==> config.mk <==
export PLATFORM = sky130hd
export DESIGN_NAME = pipelined_control_unit
export DESIGN_NICKNAME = d
export VERILOG_FILES = /design/src/rtl/rv_ctrl_pkg.sv /design/src/rtl/rv_main_decoder.sv /design/src/rtl/pipelined_control_unit.sv
export SDC_FILE = /design/constraint.sdc
export NUM_CORES = 1
export LEC_CHECK = 0
export CORE_MARGIN = 2
export CORE_UTILIZATION = 42
export CTS_BUF_LIST = sky130_fd_sc_hd__clkbuf_16
export DETAILED_ROUTE_END_ITERATION = 12
export GPL_TIMING_DRIVEN = 0
export PLACE_DENSITY_LB_ADDON = 0.05
export SYNTH_ARGS = -nofsm -noshare
export SYNTH_HDL_FRONTEND = slang
export SYNTH_HIERARCHICAL = 1
export SYNTH_SLANG_ARGS = --single-unit
export TNS_END_PERCENT = 100
==> constraint.sdc <==
create_clock -name i_clk -period 1.3 [get_ports i_clk]
set_input_delay 0.13 -clock i_clk [delete_from_list [all_inputs] [get_ports i_clk]]
set_output_delay 0.13 -clock i_clk [all_outputs]
set_load 0.1 [all_outputs]
==> src/rtl/rv_ctrl_pkg.sv <==
// Shared RV32I opcode constants, control-word types and small decode helpers
// used by the pipelined control unit and its main decoder.
package rv_ctrl_pkg;

  localparam int OP_W = 7;
  localparam int F3_W = 3;
  localparam int F7_W = 7;

  localparam logic [OP_W-1:0] OP_R      = 7'b0110011;
  localparam logic [OP_W-1:0] OP_I      = 7'b0010011;
  localparam logic [OP_W-1:0] OP_LOAD   = 7'b0000011;
  localparam logic [OP_W-1:0] OP_STORE  = 7'b0100011;
  localparam logic [OP_W-1:0] OP_BRANCH = 7'b1100011;
  localparam logic [OP_W-1:0] OP_JAL    = 7'b1101111;
  localparam logic [OP_W-1:0] OP_JALR   = 7'b1100111;
  localparam logic [OP_W-1:0] OP_LUI    = 7'b0110111;
  localparam logic [OP_W-1:0] OP_AUIPC  = 7'b0010111;

  localparam logic [F3_W-1:0] F3_BEQ  = 3'b000;
  localparam logic [F3_W-1:0] F3_BNE  = 3'b001;
  localparam logic [F3_W-1:0] F3_BLT  = 3'b100;
  localparam logic [F3_W-1:0] F3_BGE  = 3'b101;
  localparam logic [F3_W-1:0] F3_BLTU = 3'b110;
  localparam logic [F3_W-1:0] F3_BGEU = 3'b111;

  localparam logic [F7_W-1:0] F7_BASE = 7'h00;
  localparam logic [F7_W-1:0] F7_ALT  = 7'h20;

  typedef enum logic [3:0] {
    ALU_ADD  = 4'b0000,
    ALU_SUB  = 4'b0001,
    ALU_SLL  = 4'b0010,
    ALU_SLT  = 4'b0011,
    ALU_SLTU = 4'b0100,
    ALU_XOR  = 4'b0101,
    ALU_SRL  = 4'b0110,
    ALU_SRA  = 4'b0111,
    ALU_OR   = 4'b1000,
    ALU_AND  = 4'b1001
  } alu_op_e;

  typedef enum logic [2:0] {
    IMM_I = 3'b000,
    IMM_S = 3'b001,
    IMM_B = 3'b010,
    IMM_J = 3'b011,
    IMM_U = 3'b100
  } imm_sel_e;

  typedef enum logic [1:0] {
    WB_MEM = 2'b00,
    WB_ALU = 2'b01,
    WB_PC4 = 2'b10,
    WB_IMM = 2'b11
  } wb_sel_e;

  typedef struct packed {
    logic             alu_a_sel;
    logic             alu_src;
    alu_op_e          alu_op;
    logic             branch;
    logic             jump;
    logic             jalr;
    logic             mem_wr;
    logic             mem_rd;
    logic [F3_W-1:0]  funct3;
    logic             reg_wr;
    wb_sel_e          wb_sel;
  } ctrl_t;

  // The all-zero word doubles as a NOP: no writes, no redirect, ADD on the ALU.
  localparam ctrl_t CTRL_BUBBLE = '0;

  // funct7[5] turns ADD into SUB only where sub_allowed (R-type); shifts honour it in R and I forms.
  function automatic alu_op_e alu_op_from_funct(input logic [F3_W-1:0] funct3,
                                                input logic            alt,
                                                input logic            sub_allowed);
    alu_op_e op;
    case (funct3)
      3'b000:  op = (alt && sub_allowed) ? ALU_SUB : ALU_ADD;
      3'b001:  op = ALU_SLL;
      3'b010:  op = ALU_SLT;
      3'b011:  op = ALU_SLTU;
      3'b100:  op = ALU_XOR;
      3'b101:  op = alt ? ALU_SRA : ALU_SRL;
      3'b110:  op = ALU_OR;
      default: op = ALU_AND;
    endcase
    return op;
  endfunction

  function automatic logic branch_taken(input logic [F3_W-1:0] funct3,
                                        input logic            zero,
                                        input logic            lt,
                                        input logic            ltu);
    logic taken;
    case (funct3)
      F3_BEQ:  taken = zero;
      F3_BNE:  taken = !zero;
      F3_BLT:  taken = lt;
      F3_BGE:  taken = !lt;
      F3_BLTU: taken = ltu;
      F3_BGEU: taken = !ltu;
      default: taken = 1'b0;
    endcase
    return taken;
  endfunction

endpackage

==> src/rtl/rv_main_decoder.sv <==
// Combinational RV32I main decoder: opcode/funct3/funct7 to control word,
// immediate format select and an illegal-encoding flag.
module rv_main_decoder
  import rv_ctrl_pkg::*;
(
  input  logic [OP_W-1:0] op_code,
  input  logic [F3_W-1:0] funct3,
  input  logic [F7_W-1:0] funct7,
  output ctrl_t           ctrl,
  output imm_sel_e        imm_sel,
  output logic            illegal
);

  always_comb begin
    ctrl        = CTRL_BUBBLE;
    imm_sel     = IMM_I;
    illegal     = 1'b0;
    ctrl.funct3 = funct3;

    case (op_code)
      OP_R: begin
        ctrl.reg_wr = 1'b1;
        ctrl.wb_sel = WB_ALU;
        ctrl.alu_op = alu_op_from_funct(funct3, funct7[5], 1'b1);
        illegal     = (funct7 != F7_BASE) && (funct7 != F7_ALT);
      end

      OP_I: begin
        ctrl.reg_wr  = 1'b1;
        ctrl.wb_sel  = WB_ALU;
        ctrl.alu_src = 1'b1;
        ctrl.alu_op  = alu_op_from_funct(funct3, funct7[5], 1'b0);
      end

      OP_LOAD: begin
        ctrl.reg_wr  = 1'b1;
        ctrl.wb_sel  = WB_MEM;
        ctrl.alu_src = 1'b1;
        ctrl.mem_rd  = 1'b1;
        illegal      = (funct3 == 3'b011) || (funct3 == 3'b110) || (funct3 == 3'b111);
      end

      OP_STORE: begin
        ctrl.alu_src = 1'b1;
        ctrl.mem_wr  = 1'b1;
        imm_sel      = IMM_S;
        illegal      = (funct3 > 3'b010);
      end

      OP_BRANCH: begin
        ctrl.branch = 1'b1;
        ctrl.alu_op = ALU_SUB;
        imm_sel     = IMM_B;
        illegal     = (funct3 == 3'b010) || (funct3 == 3'b011);
      end

      OP_JAL: begin
        ctrl.reg_wr    = 1'b1;
        ctrl.wb_sel    = WB_PC4;
        ctrl.alu_src   = 1'b1;
        ctrl.alu_a_sel = 1'b1;
        ctrl.jump      = 1'b1;
        imm_sel        = IMM_J;
      end

      OP_JALR: begin
        ctrl.reg_wr  = 1'b1;
        ctrl.wb_sel  = WB_PC4;
        ctrl.alu_src = 1'b1;
        ctrl.jump    = 1'b1;
        ctrl.jalr    = 1'b1;
        illegal      = (funct3 != 3'b000);
      end

      OP_LUI: begin
        ctrl.reg_wr = 1'b1;
        ctrl.wb_sel = WB_IMM;
        imm_sel     = IMM_U;
      end

      OP_AUIPC: begin
        ctrl.reg_wr    = 1'b1;
        ctrl.wb_sel    = WB_ALU;
        ctrl.alu_src   = 1'b1;
        ctrl.alu_a_sel = 1'b1;
        imm_sel        = IMM_U;
      end

      default: illegal = 1'b1;
    endcase
  end

endmodule

==> src/rtl/pipelined_control_unit.sv <==
// RV32I control unit: decodes in ID and carries the control word through ID/EX, EX/MEM and MEM/WB.
// Branches and jumps resolve in EX; bubbles replace stalled, flushed, squashed or illegal instructions.
module pipelined_control_unit
  import rv_ctrl_pkg::*;
#(
  parameter int DATA_WIDTH    = 32,
  parameter int OP_CODE_WIDTH = 7,
  parameter int FUNCT3_WIDTH  = 3,
  parameter int FUNCT7_WIDTH  = 7,
  parameter int ALU_OP_WIDTH  = 4,
  parameter bit TRAP_ILLEGAL  = 1'b1
) (
  input  logic                     i_clk,
  input  logic                     i_reset_n,
  input  logic                     i_instr_valid,
  input  logic [OP_CODE_WIDTH-1:0] i_op_code,
  input  logic [FUNCT3_WIDTH-1:0]  i_funct3,
  input  logic [FUNCT7_WIDTH-1:0]  i_funct7,
  input  logic                     i_stall,
  input  logic                     i_flush,
  input  logic                     i_alu_zero,
  input  logic                     i_alu_lt,
  input  logic                     i_alu_ltu,
  output logic [2:0]               o_imm_sel,
  output logic                     o_ex_alu_a_sel,
  output logic                     o_ex_alu_src_sel,
  output logic [ALU_OP_WIDTH-1:0]  o_ex_alu_op,
  output logic                     o_ex_pc_src,
  output logic                     o_ex_jalr,
  output logic                     o_mem_wr_en,
  output logic                     o_mem_rd_en,
  output logic [FUNCT3_WIDTH-1:0]  o_mem_funct3,
  output logic                     o_wb_reg_wr_en,
  output logic [1:0]               o_wb_result_sel,
  output logic                     o_illegal_instr
);

  // No datapath storage lives here; the width is carried only for the integrating datapath.
  localparam int unused_data_width = DATA_WIDTH;

  ctrl_t    id_ctrl;
  imm_sel_e id_imm_sel;
  logic     id_illegal;
  logic     id_illegal_seen;
  logic     id_bubble;
  logic     illegal_d;

  ctrl_t    id_ex_q;
  ctrl_t    ex_mem_q;
  ctrl_t    mem_wb_q;
  logic     illegal_q;

  logic     ex_taken;
  logic     unused_mem_wb;

  rv_main_decoder u_main_decoder (
    .op_code (i_op_code),
    .funct3  (i_funct3),
    .funct7  (i_funct7),
    .ctrl    (id_ctrl),
    .imm_sel (id_imm_sel),
    .illegal (id_illegal)
  );

  assign ex_taken    = branch_taken(id_ex_q.funct3, i_alu_zero, i_alu_lt, i_alu_ltu);
  assign o_ex_pc_src = id_ex_q.jump || (id_ex_q.branch && ex_taken);

  // Every bubble cause is treated alike, so coincident causes still yield a single bubble.
  assign id_illegal_seen = i_instr_valid && id_illegal;
  assign id_bubble       = i_stall || i_flush || o_ex_pc_src || !i_instr_valid || id_illegal_seen;
  assign illegal_d       = TRAP_ILLEGAL && id_illegal_seen && !i_flush && !o_ex_pc_src;

  always_ff @(posedge i_clk or negedge i_reset_n) begin
    if (!i_reset_n) begin
      id_ex_q   <= CTRL_BUBBLE;
      ex_mem_q  <= CTRL_BUBBLE;
      mem_wb_q  <= CTRL_BUBBLE;
      illegal_q <= 1'b0;
    end else begin
      id_ex_q   <= id_bubble ? CTRL_BUBBLE : id_ctrl;
      ex_mem_q  <= id_ex_q;
      mem_wb_q  <= ex_mem_q;
      illegal_q <= illegal_d;
    end
  end

  // WB only consumes the register-write fields of its word.
  assign unused_mem_wb = ^mem_wb_q;

  assign o_imm_sel        = id_imm_sel;
  assign o_ex_alu_a_sel   = id_ex_q.alu_a_sel;
  assign o_ex_alu_src_sel = id_ex_q.alu_src;
  assign o_ex_alu_op      = id_ex_q.alu_op;
  assign o_ex_jalr        = id_ex_q.jalr;
  assign o_mem_wr_en      = ex_mem_q.mem_wr;
  assign o_mem_rd_en      = ex_mem_q.mem_rd;
  assign o_mem_funct3     = ex_mem_q.funct3;
  assign o_wb_reg_wr_en   = mem_wb_q.reg_wr;
  assign o_wb_result_sel  = mem_wb_q.wb_sel;
  assign o_illegal_instr  = illegal_q;

endmodule

==> impl_metrics.env <==
export IMPL_status="complete, but fails checks"
export IMPL_violations="setup timing"
export IMPL_setup_viol=20
export IMPL_hp_class="in2reg"
export IMPL_synth_async_reset_ratio_pct=100
export IMPL_worstSetupPathType="reg2out"
export IMPL_critPathRequiredTime_ns=1.17
export IMPL_syn_to_final_growth_pct=65.8
export IMPL_combPwrFrac_pct=14.1
export IMPL_dr_total_vias=1420
export IMPL_syn_nets=175
export IMPL_synth_top_area_share_pct=47.2
export IMPL_num_io_pins=45
export IMPL_cts_sinks=29
export IMPL_synth_adder_area_share_pct=0
export IMPL_critPathArrivalTime_ns=1.62
export IMPL_post_dp_cell_area_um2=2070
export IMPL_syn_area_um2=1540
export IMPL_power_mw=2.24
export IMPL_cts_tree="yes"
export IMPL_fin_nets=250
export IMPL_synth_common_cells="dfrtp_1 (29), nor3_1 (25), nand4b_1 (19)"
export IMPL_gp_congestion=0.859
export IMPL_wirelength_um=3960
export IMPL_synth_top_family_by_area="simple AND/OR/NAND/NOR gates"
export IMPL_postSynthAreaPerCell_um2=10.3
export IMPL_path_clk_slew_ns=0.04
export IMPL_port_buffers=40
export IMPL_synthCells=150
export IMPL_synth_seq_cells=29
export IMPL_core_um2=3420
export IMPL_first_pass_iters=4
export IMPL_stdcell_count=271
export IMPL_seq_power_share_pct=40.5
export IMPL_synth_top_area_cell="dfrtp_1"
export IMPL_drc_errors=0
export IMPL_grt_setup_unrepaired="true"
export IMPL_grt_max_degree=30
export IMPL_seq_area_frac_synth_pct=47.2
export IMPL_grt_pass1_vias=1462
export IMPL_dpl_hpwl_um=2550
export IMPL_power_frac_clock_pct=45.4
export IMPL_synth_compound_area_share_pct=6.75
export IMPL_grt_first_pass_wirelength_um=6800
export IMPL_cap_violations=0
export IMPL_timing_max_transition_violations_final=0
export IMPL_layout_drive_gt1_share_pct=50.2
export IMPL_wl_per_cell_um=14.6
export IMPL_track_usage_pct=21.5
export IMPL_maxSlewHeadroom_pct=54.7
export IMPL_die_y_um=64.5
export IMPL_antenna_found_initial=0
export IMPL_dieArea_um2=4160
export IMPL_nFillCells=241
export IMPL_pre_cts_slack_ns=-1.50
export IMPL_dp_cells=236
export IMPL_cts_buffers=5
export IMPL_synth_simple_area_share_pct=32.9
export IMPL_powerDensity_nw_per_um2=879
export IMPL_cp_end_kind="primary output"
export IMPL_p_sw_mw=0.500
export IMPL_clock_fmax_mhz=573
export IMPL_finClkSkew_ns=0.00316
export IMPL_n_antenna_cell=0
export IMPL_clockRootBuffer="clkbuf_16"
export IMPL_synth_main_ff_cell="dfrtp_1"
export IMPL_synth_xor_area_share_pct=1.14
export IMPL_overflow=0
export IMPL_route_antenna_remaining_nets=0
export IMPL_synth_distinct_cells=39
export IMPL_cts_buffer_depth=2
export IMPL_die_w_um=64.5
export IMPL_final_hold_violation_count=0
export IMPL_synth_edf_count=0
export IMPL_h_tree_depth=2
export IMPL_netlist_top_cells_area="dfrtp_1 (47%), nand4b_1 (11%), nor3_1 (8.1%), buf_4 (5.4%), nor2_1 (2.7%)"
export IMPL_p_int_mw=1.74
export IMPL_power_leakage_nw=1.21
export IMPL_cp_start_kind="flip-flop"
export IMPL_synth_most_common_cell="dfrtp_1"
export IMPL_fin_ws_ns=-0.446
export IMPL_path_max_fanout=2
export IMPL_worst_pin_slew_ns=0.679
export IMPL_start_util_pct=45.1
export IMPL_viasPerCell=5.24
export IMPL_yosysWarnings=6
export IMPL_ir_worst_vdd_mv=0.440
export IMPL_synth_mux_area_share_pct=2.93
export IMPL_fin_area_um2=2550
export IMPL_min_period_ns=1.75
export IMPL_min_period_over_period_pct=134
export IMPL_drtIter0Drc=102
export IMPL_row_count=21
export IMPL_switching_share_pct=22.3
export IMPL_clk_latency_ns=0.27
## state kept, by name, indices dropped and copies added (netlist names)
name / count
ex_mem_q: 3
id_ex_q: 10
o_ex_alu_a_sel: 1
o_ex_alu_op: 4
o_ex_alu_src_sel: 1
o_ex_jalr: 1
o_illegal_instr: 1
o_mem_funct3: 3
o_mem_rd_en: 1
o_mem_wr_en: 1
o_wb_reg_wr_en: 1
o_wb_result_sel: 2
## power groups by stage
stage	Clock [mW]	Combinational, mW	Sequential [mW]
2_1_floorplan	0	0.120	0.936
3_3_place_gp	0	0.252	0.923
3_5_place_dp	0	0.255	0.923
4_1_cts	1.03	0.298	0.909
5_1_grt	1.09	0.339	0.908
6_report	1.02	0.316	0.909
## critical path, cell delays in order (launching register included)
cell	delay (ns)
dfrtp_2	0.42
mux2i_2	0.18
mux2i_4	0.20
or3_4	0.38
buf_12	0.17
## cell usage in the layout (no fill, tap or decap), types with 2 or more instances in the layout
master           synthesis  routed
buf_4                   11      38
dfrtp_1                 29      28
buf_6                    2       8
clkdlybuf4s50_1          0       6
o21ai_0                  3       3
clkbuf_8                 0       2
or3_1                    3       2
buf_2                    1       9
a211o_1                  2       2
or3_4                    1       2
clkbuf_1                 7       3
inv_1                    1       2
nand3b_1                 2       2
clkbuf_16                0       5
nand4b_1                19      19
nor3_2                   1      12
nand2_1                  4       4
buf_12                   0       4
clkbuf_2                 0       2
nor2_1                  11      10
clkdlybuf4s15_2          0       9
nor3_4                   0       4
nor3_1                  25      10
a21oi_1                  4       3
clkdlybuf4s15_1          0       2
buf_8                    0       2
## cell type report
class	count	area [µm²]	share of cell area, %
plain buffers	21	171	6.72
repair buffers	68	626	24.5
multi-input cells	99	833	32.7
flip-flops and latches	29	727	28.5
well taps	46	57.6	2.26
clock buffers	5	125	4.90
inverters	1	3.75	0.147
clock inverters	2	7.51	0.294
## layer usage
| metal | vias to the layer above | wire length [µm] | global-route usage [%] |
|---|---|---|---|
| met5 | - | 0 | 0 |
| met4 | 0 | 57 | 12.0 |
| met3 | 4 | 189 | 3.13 |
| met2 | 50 | 2060 | 35.3 |
| met1 | 676 | 1650 | 27.2 |
| li1 | 690 | - | - |
## what timing repair did
item | 4_1_cts | 5_1_grt
hold buffers | 0 | 1
setup buffers | 23 | 3
gates resized for setup | 173 | 12
pin swaps | 17 | 8
hold endpoints to repair | 0 | 29
cloned | 1 | 0
endpoints found under the setup margin | 67 | 21
## stage by stage
| stage | utilization [%] | hold WS [ns] | TNS, ns |
|---|---|---|---|
| 2_1_floorplan | - | -0.166 | -5.85 |
| 3_3_place_gp | 60.6 | 0.332 | -39.26 |
| 3_5_place_dp | 60.6 | 0.336 | -40.77 |
| 4_1_cts | 72.6 | 0.134 | -7.75 |
| 5_1_grt | 74.7 | 0.149 | -8.01 |
| 6_report | 74.7 | 0.136 | -5.72 |
## logic make-up (layout without fill, tap and decap cells)
kind of cell | Yosys count | count (layout)
compound gates | 15 | 15
xor+xnor | 2 | 2
buf+inv | 22 | 97
flops | 29 | 29
mux | 4 | 4
simple gates | 78 | 78
## final timing paths
kind / from / endpoint / slack, ns / cells after the start
min: i_funct3[1] / id_ex_q[4] / 0.14 / 3
min in group asynchronous: i_reset_n / o_mem_funct3[1] / 0.43 / 2
max reg2reg: id_ex_q[3] / id_ex_q[9] / -0.25 / 5
min reg2reg: id_ex_q[1] / ex_mem_q[1] / 0.34 / 0
max in group asynchronous: i_reset_n / id_ex_q[4] / 0.39 / 2
max: id_ex_q[4] / o_ex_pc_src / -0.45 / 4
(Power assumes the default switching activity.)
